$ cat src/rtl/keypad_matrix_emulator.sv
// Emulated 4x4 keypad switch: one press/hold/release with LFSR-driven contact bounce,
// answering scanner row strobes on col one cycle later; press_req only taken in IDLE.
module keypad_matrix_emulator #(
  parameter int          BOUNCE_CYCLES = 50000,
  parameter int          HOLD_CYCLES   = 1000000,
  parameter int          BOUNCE_TOGGLE = 500,
  parameter logic [15:0] LFSR_SEED     = 16'hACE1
) (
  input  logic       clk,
  input  logic       RSTn,
  input  logic       press_req,
  input  logic [3:0] press_key,
  input  logic [3:0] row,
  output logic [3:0] col,
  output logic       busy,
  output logic       contact,
  output logic       done
);

  localparam int PHASE_MAX = (BOUNCE_CYCLES > HOLD_CYCLES) ? BOUNCE_CYCLES : HOLD_CYCLES;
  localparam int PW        = (PHASE_MAX > 1) ? $clog2(PHASE_MAX) : 1;
  localparam int TW        = (BOUNCE_TOGGLE > 1) ? $clog2(BOUNCE_TOGGLE) : 1;

  localparam logic [PW-1:0] BOUNCE_LAST = PW'(BOUNCE_CYCLES - 1);
  localparam logic [PW-1:0] HOLD_LAST   = PW'(HOLD_CYCLES - 1);
  localparam logic [TW-1:0] TOGGLE_LAST = TW'(BOUNCE_TOGGLE - 1);

  typedef enum logic [2:0] {
    S_IDLE,
    S_PRESS_BOUNCE,
    S_HOLD,
    S_RELEASE_BOUNCE,
    S_DONE
  } state_t;

  state_t        r_state;
  logic [PW-1:0] r_phase;
  logic [TW-1:0] r_toggle;
  logic [15:0]   r_lfsr;
  logic [3:0]    r_key;
  logic [3:0]    r_col;
  logic          r_busy;
  logic          r_contact;
  logic          r_done;
  logic          w_fb;

  assign w_fb    = r_lfsr[15] ^ r_lfsr[13] ^ r_lfsr[12] ^ r_lfsr[10];
  assign col     = r_col;
  assign busy    = r_busy;
  assign contact = r_contact;
  assign done    = r_done;

  always_ff @(posedge clk or negedge RSTn) begin
    if (!RSTn) begin
      r_state   <= S_IDLE;
      r_phase   <= '0;
      r_toggle  <= '0;
      r_lfsr    <= LFSR_SEED;
      r_key     <= 4'h0;
      r_busy    <= 1'b0;
      r_contact <= 1'b0;
      r_done    <= 1'b0;
    end else begin
      if (r_state != S_IDLE) begin
        r_lfsr <= {r_lfsr[14:0], w_fb};
      end
      r_done <= 1'b0;
      case (r_state)
        S_IDLE: begin
          // The done pulse is visible while already back in IDLE; a request
          // arriving alongside it belongs to the finished sequence and is dropped.
          if (press_req && !r_done) begin
            r_key    <= press_key;
            r_busy   <= 1'b1;
            r_phase  <= '0;
            r_toggle <= '0;
            r_state  <= S_PRESS_BOUNCE;
          end
        end
        S_PRESS_BOUNCE, S_RELEASE_BOUNCE: begin
          if (r_toggle == TOGGLE_LAST) begin
            r_contact <= r_lfsr[0];
            r_toggle  <= '0;
          end else begin
            r_toggle <= r_toggle + 1'b1;
          end
          if (r_phase == BOUNCE_LAST) begin
            r_phase <= '0;
            if (r_state == S_PRESS_BOUNCE) begin
              r_contact <= 1'b1;
              r_state   <= S_HOLD;
            end else begin
              r_contact <= 1'b0;
              r_state   <= S_DONE;
            end
          end else begin
            r_phase <= r_phase + 1'b1;
          end
        end
        S_HOLD: begin
          if (r_phase == HOLD_LAST) begin
            r_phase  <= '0;
            r_toggle <= '0;
            r_state  <= S_RELEASE_BOUNCE;
          end else begin
            r_phase <= r_phase + 1'b1;
          end
        end
        S_DONE: begin
          r_done  <= 1'b1;
          r_busy  <= 1'b0;
          r_state <= S_IDLE;
        end
        default: r_state <= S_IDLE;
      endcase
    end
  end

  // Only the selected row strobe matters; other rows may be low at the same time.
  always_ff @(posedge clk or negedge RSTn) begin
    if (!RSTn) begin
      r_col <= 4'hF;
    end else begin
      r_col <= 4'hF;
      if (r_contact && !row[r_key[3:2]]) begin
        r_col[r_key[1:0]] <= 1'b0;
      end
    end
  end

endmodule

$ cat config.mk
export PLATFORM = sky130hd
export DESIGN_NAME = keypad_matrix_emulator
export DESIGN_NICKNAME = d
export VERILOG_FILES = /design/src/rtl/keypad_matrix_emulator.sv
export SDC_FILE = /design/constraint.sdc
export NUM_CORES = 1
export LEC_CHECK = 0
export CAP_MARGIN = 10
export CORE_AREA = 4 4 77 86
export CTS_CLUSTER_SIZE = 40
export DETAILED_ROUTE_END_ITERATION = 16
export DIE_AREA = 0 0 81 90
export PLACE_DENSITY = 0.71
export SLEW_MARGIN = 20
export SYNTH_ARGS = -nofsm -noshare
export SYNTH_HDL_FRONTEND = slang
export SYNTH_SLANG_ARGS = --single-unit
$ cat constraint.sdc
create_clock -name clk -period 2.14 [get_ports clk]
set_clock_uncertainty 0.15 [all_clocks]
set_input_delay 0.428 -clock clk [delete_from_list [all_inputs] [get_ports clk]]
set_output_delay 0.428 -clock clk [all_outputs]
set_load 0.02 [all_outputs]
[Yosys cells after proc, flatten, opt, wreduce, memory -nomap -nowiden]
Index checks and enable logic that the tools add are counted.
Cells by class
  bitwise gates (word level): 4
  magnitude comparators: 3
  multiplexer cells: 24
  eq/ne operators: 10
  add/subtract/negate cells: 2
  reductions and logical operators: 17
Operators with widths (count)
  $mux 20: 3
  $pmux 20 s3: 1
  $mux 9: 3
  $pmux 9 s3: 1
  $add 20x1->20 const B: 1
  $eq 20x16->1 const B: 1
  $eq 20x20->1 const B: 1
  $mux 3: 4
  $add 9x1->9 const B: 1
  $eq 9x9->1 const B: 1
  $pmux 3 s3: 1
  $reduce_and 2->1: 4
  $mux 1: 7
  $eq 3x2->1 const B: 2
  $lt 2x3->1 const B: 2
  $ne 2x2->1 const B: 3
  $reduce_and 3->1: 2
  $reduce_bool 3->1: 2
  $mux 4: 1
  $not 4->4: 1
  $reduce_bool 2->1: 2
  $eq 3x1->1 const B: 1
  $eq 3x3->1 const B: 1
  $logic_and 1x1->1: 3
  8 further kinds: 11
Word-level totals
  register bits: 59
  bits of input ports: 11

[Longest topological paths before layout]
Gate-level depths: netlist of the first run.
  depth in word-level cells: 6
  mapped depth: 7

[Worst setup path before layout of the first run]
Ideal clock, no wire load.
  kind: reg2reg
  start: register r_phase[5]
  end: register r_phase[17]
  required time: 1855 ps
  setup time: 135 ps
  setup slack: 12 ps
  stages on the path, launching flop included: 8
  arrival time: 1843 ps
  cells stage by stage: dfrtp_1 -> buf_6 -> or4b_4 -> nor4_4 -> a31oi_4 -> buf_6 -> o22ai_1 -> o21ai_1
Between the ends
  cells in the longest elaborated chain, start to end: 3
  elaborated cells on any way between the ends: 6
  those cells by class: 1 x add/sub; 2 x eq/ne; 3 x mux
Ends and longest elaborated chain
  start, declared: RTL line 37  | logic [PW-1:0] r_phase;
  start signal, assigned: RTL line 97  | r_phase <= r_phase + 1'b1;
  start signal, assigned: RTL line 106  | r_phase <= r_phase + 1'b1;
  $add 20x1->20, or another cell as far along: RTL line 97, 106
  $mux 20, on equally long branches: RTL line 101, 87
  $pmux 20 s3 *: RTL line 68  | case (r_state)
Mark *: on every way between the ends. The rest lies on a longest branch, timed or not.
A chain may end at the register's enable or synchronous reset.

[Worst setup path in the final report of the first run]
  start: register r_phase[19]
  end: register r_phase[4]
Between the ends
  cells in the longest elaborated chain, start to end: 3
  elaborated cells on any way between the ends: 5
  those cells by class: 2 x eq/ne; 3 x mux
Ends and longest elaborated chain (RTL line)
  $eq 20x20->1 / $eq 20x16->1 (equally long branches): 101, 87
  $mux 20, on equally long branches: 101, 87
  $pmux 20 s3 *: 68
Marked as above.

==> results of run 1 <==
==> cell usage after synthesis, types with 2 or more instances <==
cell type,number
dfrtp_1,47
nand2_1,38
mux2_2,19
o21ai_0,19
nor2_1,16
dfstp_2,12
nand3_1,10
clkbuf_1,8
nand4_1,8
o22ai_1,8
a21oi_1,7
nand2b_1,7
nor3_1,7
nor4_1,7
o31ai_1,7
inv_1,6
nor2b_1,5
xnor2_1,5
and3_1,4
and4_1,4
o211ai_1,4
o31a_1,3
or3_1,3
and2_1,2
buf_2,2
buf_6,2
ha_1,2
o21a_1,2
o21ai_1,2
o22a_1,2
xor2_1,2
==> per-stage QoR <==
stage	instance area [sq um]	power, mW	worst slack, ns	utilization [%]	hold WS [ns]
floorplan	2982	1.139	0.01189	-	-0.01759
global placement	3437	1.183	0.002990	59.95	0.2967
detailed placement	3437	1.184	-0.05894	59.95	0.3058
CTS	3704	2.261	-0.05519	64.60	0.3256
global route	3757	2.313	-0.06841	65.54	0.3657
finish	3757	2.241	0.02865	65.54	0.3263
==> flip-flops by register name, indices dropped and copies added, names as in the netlist <==
name      count
busy          1
col           4
contact       1
done          1
r_key         4
r_lfsr       16
r_phase      20
r_state       3
r_toggle      9
==> layout by cell type, fill, tap and decap left out, drive strengths merged, types with 2 or more instances in the layout <==
master	n
dfrtp	47
nand2	38
buf	31
o21ai	21
mux2	19
nor2	17
clkdlybuf4s50	16
dfstp	12
clkbuf	11
nand3	10
nand4	8
nor4	8
nor3	8
o22ai	8
a21oi	7
nand2b	7
o31ai	7
inv	6
nor2b	5
xnor2	5
and3	4
o211ai	4
and4	4
or3	3
o31a	3
a31oi	3
and2	2
xor2	2
o22a	2
o21a	2
bufinv	2
clkinv	2
ha	2
==> where the power goes <==
| part | internal (mW) | switching (mW) | total [mW] |
|---|---|---|---|
| clock | 0.652 | 0.425 | 1.08 |
| combinational | 0.0219 | 0.0249 | 0.0468 |
| sequential | 1.12 | 0 | 1.12 |
==> critical path, cell delays in order (launching register included) <==
cell and delay, ns:
dfrtp_1 0.40, or4b_4 0.54, nor4_4 0.30, a31oi_4 0.17, buf_12 0.20, o21ai_1 0.11, o211ai_1 0.10
==> worst max-delay path by stage <==
stage / start / end / slack, ns / cells after the start
CTS: r_phase[5]$_DFFE_PN0P_ / contact$_DFFE_PN0P_ / -0.06 / 6
floorplan: r_phase[5]$_DFFE_PN0P_ / r_phase[17]$_DFFE_PN0P_ / 0.01 / 7
finish: r_phase[19]$_DFFE_PN0P_ / r_phase[4]$_DFFE_PN0P_ / 0.03 / 6
global route: r_phase[5]$_DFFE_PN0P_ / r_phase[12]$_DFFE_PN0P_ / -0.07 / 6
detailed placement: r_phase[19]$_DFFE_PN0P_ / contact$_DFFE_PN0P_ / -0.06 / 6
global placement: r_phase[19]$_DFFE_PN0P_ / contact$_DFFE_PN0P_ / 0.003 / 6
==> cells by family (layout without fill, tap and decap cells) <==
kind of cell / after synthesis / count (layout) / share of synthesized area (%)
AND/OR/NAND/NOR: 118 / 118 / 20.90
adder cells (fa/ha/maj): 2 / 2 / 0.8391
buffers and inverters: 19 / 70 / 2.979
flip-flops: 59 / 59 / 50.02
AO/OA/AOI/OAI: 66 / 66 / 14.94
XOR/XNOR: 7 / 7 / 2.056
multiplexers: 21 / 21 / 8.267
==> routing by layer <==
metal | global-route usage (%) | vias up
li1 | - | 1169
met1 | 24.03 | 1169
met2 | 30.96 | 65
met3 | 3.500 | 18
met4 | 8.592 | 0
met5 | 0 | -
==> layout make-up <==
cell class,instances,share of cell area [%]
clock buffer,11,3.497
inverter,6,0.5994
sequential,59,39.69
timing repair buffer,48,12.19
clock inverter,5,2.065
multi-input combinational,214,39.39
tap,77,2.564
==> what timing repair did <==
item / CTS / global route
hold endpoints to repair: 47 / 0
cloned: 0 / 0
buffers inserted: 1 / 1
pin swaps: 1 / 11
resized for setup: 14 / 15
hold buffers: 1 / 0
setup endpoints to repair: 8 / 31
==> qor.yml, run 1 <==
power:
  power.density_mw_per_mm2: 596.3
  total_leakage_power_nw: 1.555
  peakVddDrop_uv: 356.1
clock_tree:
  cts_buffers: 9
  clk_pin_slew_worst_paths_ns: 0.07
  cts_sinks: 59
  cts-htree-levels: 3
  cts_buffer_depth: 2
  worstSkewPairLatency_ns: 0.33
  root_buffer: "clkbuf_8"
  cts_tree: "built"
drt:
  highest_layer: "met4"
  drt-pass1-iter-count: 4
  first_iter_violations: 121
  routed_via_density: 5.764
  drt-total-wl_um: 6567
  vias: 2421
  dr_wl_met2_um: 3389
  wl_met1_um: 2754
  ant_nets: 0
  dr_wl_met3_um: 296
  avgRoutedWirePerCell_um: 15.64
  post-route-drc-count: 0
setup_path:
  reg2reg_from: "r_phase[19]$_DFFE_PN0P_"
  startpoint_type: "flip-flop"
  reg2reg_to: "r_phase[4]$_DFFE_PN0P_"
  cp.required_ns: 2.19
  end_kind: "flip-flop"
  cp.arrival_ns: 2.17
  cp_max_fo: 13
  rr_worst_depth: 6
  r2r_setup_slack_ns: 0.03
  critPathKind: "reg2reg"
final_layout:
  drive_gt1_share_pct: 28.28
  multiInputGateArea_sq_mm: 0.001480
  fillers: 465
  nets: 351
  stdcell_count: 420
  register_area_sq_mm: 0.001491
  antenna_cells: 0
  areaGrowthSynthToFinish_pct: 26.02
timing:
  drv_slew: 0
  post-route-min-period_ns: 2.111
  setup_viol: 0
  hold_violations: 0
  fmax_mhz: 473.6
  worst_slew_pin_slew_ns: 0.4757
  setup_tns_ns: 0
  fin_crit_sh_pct: 98.66
  max_slew_margin_pct: 68.17
  rsz0062_at_grt: "yes"
grt:
  first_global_vias: 2249
  grt_antenna_before_repair: 0
  grt_pass1_wl_um: 10830
  grt_max_degree: 60
  globalRouteOverflowTotal: 0
  grt_use_total_pct: 18.97
yosys:
  seq_area_frac_synth_pct: 50.02
  synthTopCellsByArea: "dfrtp_1, dfstp_2, mux2_2, nand2_1, o21ai_0"
  synth-edff-count: 0
  yosysTopAreaCell: "dfrtp_1"
  yosys_warnings: 0
  synth_async_sr_flop_share_pct: 100.0
  synth.distinct_cells: 53
  syn_area_per_cell_sq_um: 10.21
  syn_area_sq_mm: 0.002982
  yosys_most_used_dff: "dfrtp_1"
  synth_nets: 305
  ys_ff_latch: 59
  synth_top_area_share_pct: 39.45
  synth_cells: 292
floorplanning:
  fp.coreArea_sq_mm: 0.005733
  num_rows: 29
  die_y_um: 90
  die-area_sq_mm: 0.007290
  pin_count: 18
  start_util_pct: 52.01
  die_x_um: 81
min_path:
  worstHoldPathType: "reg2reg"
  hold_depth: 1
  hold_end: "col[1]$_DFF_PN1_"
  hp-start: "r_key[0]$_DFFE_PN0P_"
placement:
  numPortBuffers: 17
  gp_congestion: 0.8160
  hpwl_um: 4607
  dp.cells: 401
run:
  drv_cap: 0
status:
  outcome: "finished clean"
Note: power is estimated with default switching activity, not from simulation.
==> run 2: changes to the inputs <==
--- a/config.mk
+++ b/config.mk
@@ -10,6 +10,7 @@
 export CTS_CLUSTER_SIZE = 40
 export DETAILED_ROUTE_END_ITERATION = 16
 export DIE_AREA = 0 0 81 90
+export GPL_ROUTABILITY_DRIVEN = 0
 export PLACE_DENSITY = 0.71
 export SLEW_MARGIN = 20
 export SYNTH_ARGS = -nofsm -noshare
==> results of run 2 <==
No change in the layout: final DEF, timing and power equal those of run 1.
